### config.mk
export PLATFORM = sky130hd
export DESIGN_NAME = mux_n_pipe
export DESIGN_NICKNAME = d
export VERILOG_FILES = /design/src/rtl/mux_n_pipe_pkg.sv /design/src/rtl/mux_n_pipe_stage_reg.sv /design/src/rtl/mux_n_pipe.sv
export SDC_FILE = /design/constraint.sdc
export NUM_CORES = 1
export LEC_CHECK = 0
export BUFFER_PORTS_ARGS = -buffer_cell sky130_fd_sc_hd__buf_2
export CORE_MARGIN = 4
export CORE_UTILIZATION = 39
export DETAILED_ROUTE_END_ITERATION = 12
export PLACE_DENSITY = 0.77
export SETUP_SLACK_MARGIN = 0.05
export SLEW_MARGIN = 20
export SYNTH_ARGS = -nofsm -noshare
export SYNTH_HDL_FRONTEND = slang
export SYNTH_SLANG_ARGS = --single-unit
### constraint.sdc
create_clock -name clk -period 2.1 [get_ports clk]
set_input_delay 0.105 -clock clk [delete_from_list [all_inputs] [get_ports clk]]
set_output_delay 0.105 -clock clk [all_outputs]
set_load 0.05 [all_outputs]
### src/rtl/mux_n_pipe_pkg.sv
// Shared constants and helpers for the selectable-input pipeline.
// Holds legal parameter ranges and the select-width derivation.
package mux_n_pipe_pkg;

    localparam int LENGTH_MIN = 1;
    localparam int LENGTH_MAX = 64;
    localparam int NUM_IN_MIN = 2;
    localparam int NUM_IN_MAX = 16;
    localparam int STAGES_MIN = 1;
    localparam int STAGES_MAX = 4;

    function automatic int sel_width(input int n);
        return (n <= 2) ? 1 : $clog2(n);
    endfunction

    function automatic bit is_pow2(input int n);
        return (n > 0) && ((n & (n - 1)) == 0);
    endfunction

endpackage

### src/rtl/mux_n_pipe_stage_reg.sv
// One pipeline register slice: {valid, data}, with hold and clear.
// Reset and clear both zero the slice; clear beats hold.
module pipe_stage_reg #(
    parameter int W = 9
) (
    input  logic         clk,
    input  logic         rst,
    input  logic         hold,
    input  logic         clear,
    input  logic [W-1:0] d,
    output logic [W-1:0] q
);

    always_ff @(posedge clk) begin
        if (rst || clear)
            q <= '0;
        else if (!hold)
            q <= d;
    end

endmodule

### src/rtl/mux_n_pipe.sv
// N-way data select feeding a STAGES-deep register pipeline with
// stall/flush control and a sticky out-of-range select flag.
module mux_n_pipe
    import mux_n_pipe_pkg::*;
#(
    parameter int LENGTH = 8,
    parameter int NUM_IN = 3,
    parameter int STAGES = 1,
    localparam int SEL_W = sel_width(NUM_IN)
) (
    input  logic                     clk,
    input  logic                     rst,
    input  logic [NUM_IN*LENGTH-1:0] in_bus,
    input  logic [SEL_W-1:0]         sel,
    input  logic                     in_valid,
    input  logic                     stall,
    input  logic                     flush,
    input  logic                     err_clr,
    output logic [LENGTH-1:0]        out,
    output logic                     out_valid,
    output logic                     sel_err
);

    localparam bit              POW2     = is_pow2(NUM_IN);
    localparam logic [SEL_W:0]  NUM_IN_W = (SEL_W + 1)'(NUM_IN);

    if (LENGTH < LENGTH_MIN || LENGTH > LENGTH_MAX ||
        NUM_IN < NUM_IN_MIN || NUM_IN > NUM_IN_MAX ||
        STAGES < STAGES_MIN || STAGES > STAGES_MAX) begin : g_bad_param
        $error("mux_n_pipe: parameter out of legal range");
    end

    logic [LENGTH-1:0]        mux_dat;
    logic                     sel_oob;
    logic                     err_set;
    logic [STAGES:0][LENGTH:0] stg;   // bit LENGTH of each slice is its valid

    // Out-of-range select falls back to input 0.
    always_comb begin
        mux_dat = in_bus[0 +: LENGTH];
        for (int k = 1; k < NUM_IN; k++) begin
            if (sel == SEL_W'(k))
                mux_dat = in_bus[k*LENGTH +: LENGTH];
        end
    end

    assign sel_oob = POW2 ? 1'b0 : ({1'b0, sel} >= NUM_IN_W);
    assign err_set = !stall && !flush && in_valid && sel_oob;
    assign stg[0]  = {in_valid, mux_dat};

    for (genvar k = 1; k <= STAGES; k++) begin : g_stage
        pipe_stage_reg #(.W(LENGTH + 1)) u_stage (
            .clk   (clk),
            .rst   (rst),
            .hold  (stall),
            .clear (flush),
            .d     (stg[k-1]),
            .q     (stg[k])
        );
    end

    // Set wins over a coincident clear.
    always_ff @(posedge clk) begin
        if (rst)
            sel_err <= 1'b0;
        else if (err_set)
            sel_err <= 1'b1;
        else if (err_clr)
            sel_err <= 1'b0;
    end

    assign out       = stg[STAGES][LENGTH-1:0];
    assign out_valid = stg[STAGES][LENGTH];

endmodule

==> results.py <==
metrics = {
    "status": {
        "status": "complete, no violations",
    },
    "floorplanning": {
        "die-area_sq_um": 1975,
        "core_sq_um": 1171,
        "die_y_um": 44.45,
        "die_w_um": 44.45,
        "ioPinCount": 42,
        "row_count": 12,
        "initial_core_util_pct": 44.23,
    },
    "clock_tree": {
        "cts.repair.resized": 0,
        "cts_root_buffer": "clkbuf_4",
        "numCtsBuffers": 3,
        "cts.sinks": 10,
        "h-tree-depth": 1,
        "postCtsSetupRepairBufs": 0,
        "clk_pin_slew_ns": 0.07,
        "clk_latency_ns": 0.26,
        "ctsHoldBuffers": 0,
        "cts_buffer_depth": 2,
        "cts_tree": "built",
    },
    "placed_design": {
        "routabilityCongestion": 0.6618,
        "io_buffers": 41,
        "place_inst": 102,
        "place_area_sq_um": 724.4,
        "dpl.hpwl_um": 1192,
    },
    "logic_synthesis": {
        "synthTopCellsByArea": "dfxtp_1 (39%), o221a_1 (13%), o221a_2 (13%)",
        "yosysTopAreaCellShare_pct": 38.65,
        "syn_nets": 81,
        "syn_avg_cell_area_sq_um": 10.57,
        "synth-seq-cells": 10,
        "synth_top_area_cell": "dfxtp_1",
        "synth_most_common_cell": "dfxtp_1",
        "netlist_instances": 49,
        "synthTopCellsByCount": "dfxtp_1 (10), o221a_1 (6), o221a_2 (6)",
        "synth-edff-count": 0,
        "synth-seq-area-share_pct": 38.65,
        "ys_async_sr_fraction_pct": 0,
        "synth-main-ff-cell": "dfxtp_1",
        "ys_warn_count": 0,
        "synth.distinct_cells": 20,
        "netlist_area_sq_um": 518.0,
    },
    "drt": {
        "wl_um": 1426,
        "drc": 0,
        "avgRoutedWirePerCell_um": 13.58,
        "num_vias": 571,
        "drtIter0Drc": 6,
        "ant_nets": 0,
        "firstDrtPassIters": 2,
        "viasPerCell": 5.438,
    },
    "worst_setup_path": {
        "critPathMaxStageDelay_ns": 0.35,
        "end_kind": "output pin",
        "crit_arrival_ns": 0.88,
        "slowest_stage": "dfxtp_1",
        "worstPathRequired_ns": 2.00,
        "path_buf_inv": 1,
        "critPathTopFamily": "flip-flops",
        "critical_path_class": "register to output pin",
        "worstSetupStartpointType": "register",
        "crit_chain": "buf_2",
        "cp_max_fo": 2,
    },
    "global_routing": {
        "grt_pass1_wl_um": 2208,
        "grt_max_degree": 9,
        "grt_overflow": 0,
        "antenna_found_initial": 0,
        "track_usage_pct": 14.93,
        "grt_pass1_vias": 522,
    },
    "sta": {
        "timing.fmax_mhz": 1019,
        "relSlewSlack_pct": 69.70,
        "hold-worst-slack_ns": 0.06536,
        "hold_viol": 0,
        "finalMaxSlewViolations": 0,
        "skew_ns": 0,
        "period_share_pct": 46.72,
        "fin_setup_tns_ns": 0,
        "min_period_ns": 0.9812,
        "worst_slew_pin_slew_ns": 0.4528,
        "final-setup-viol-count": 0,
        "rsz0062_at_grt": "false",
    },
    "finish": {
        "design_area_sq_um": 747.0,
        "antenna_cells": 0,
        "final_cells": 105,
        "drive_gt1_share_pct": 59.34,
        "nets": 125,
        "syn2layout_area_growth_pct": 44.20,
    },
    "job": {
        "max_cap_violations": 0,
    },
    "min_path": {
        "hold_path.class": "input port to register",
    },
    "power_and_ir_drop": {
        "p_leak_nw": 0.3666,
        "vdd_drop_max_mv": 0.2966,
        "cellPowerDensity_nw_per_um2": 593.5,
    },
}
## layout by cell type (no fill, tap or decap)
| cell type | count |
|---|---|
| nor4_1 | 1 |
| nand2b_1 | 1 |
| or3b_1 | 1 |
| clkbuf_4 | 3 |
| nand3_1 | 3 |
| dfxtp_1 | 10 |
| inv_1 | 2 |
| nand4b_1 | 1 |
| o221a_2 | 6 |
| o221a_1 | 6 |
| mux2_2 | 4 |
| nor4b_1 | 1 |
| xnor2_1 | 1 |
| buf_2 | 41 |
| nor2_1 | 1 |
| nor3_1 | 1 |
| nor2b_1 | 1 |
| a21oi_1 | 2 |
| a22oi_1 | 2 |
| nand2_1 | 3 |
## registers in the layout (all words and copies together) (netlist names)
signal and count:
g_stage.u_stage.q 9, sel_err 1
## final timing paths
kind,slack (ns),from,cells after the start,end
max,1.12,g_stage[1].u_stage.q[0]$_SDFFE_PP0N_,1,out[0]
max reg2reg,1.30,g_stage[1].u_stage.q[1]$_SDFFE_PP0N_,2,g_stage[1].u_stage.q[1]$_SDFFE_PP0N_
min reg2reg,0.47,sel_err$_SDFFE_PP0P_,2,sel_err$_SDFFE_PP0P_
min,0.07,rst,2,sel_err$_SDFFE_PP0P_
## power breakdown
part | total [mW] | switching (mW) | leakage (nW) | internal [mW]
sequential | 0.202 | 0.00450 | 0.0817 | 0.198
clock | 0.132 | 0.0657 | 0.0138 | 0.0660
combinational | 0.109 | 0.0627 | 0.271 | 0.0466
## area by class of cell
type / count / area [sq um]
Sequential cell: 10 / 200.2
Clock buffer: 3 / 22.52
Fill cell: 107 / 424.2
Inverter: 2 / 7.507
Timing Repair Buffer: 41 / 205.2
Multi-Input combinational cell: 35 / 294.0
Tap cell: 14 / 17.52
## metrics by stage
step	utilization, %	setup WS (ns)	power [mW]
floorplan	-	0.9985	0.2718
global placement	61.86	0.8988	0.3144
detailed placement	61.86	0.8783	0.3167
CTS	63.78	1.114	0.4464
global route	63.78	1.079	0.4681
finish	63.78	1.119	0.4433
## per-layer routing
metal	vias to the layer above	global-route usage (%)	wire (um)
met2	26	25.58	645
met4	0	3.614	8
met3	2	5.691	170
met1	257	17.35	602
met5	-	0	0
li1	286	-	-
## logic make-up after synthesis
logic type	synth area share (%)
xor gates and xnor gates	1.691
muxes	8.695
AOI/OAI and AO/OA	30.92
and+or+nand+nor	15.46
buffers and inverters	4.589
DFF	38.65
Power figures use the tool's default switching activity.
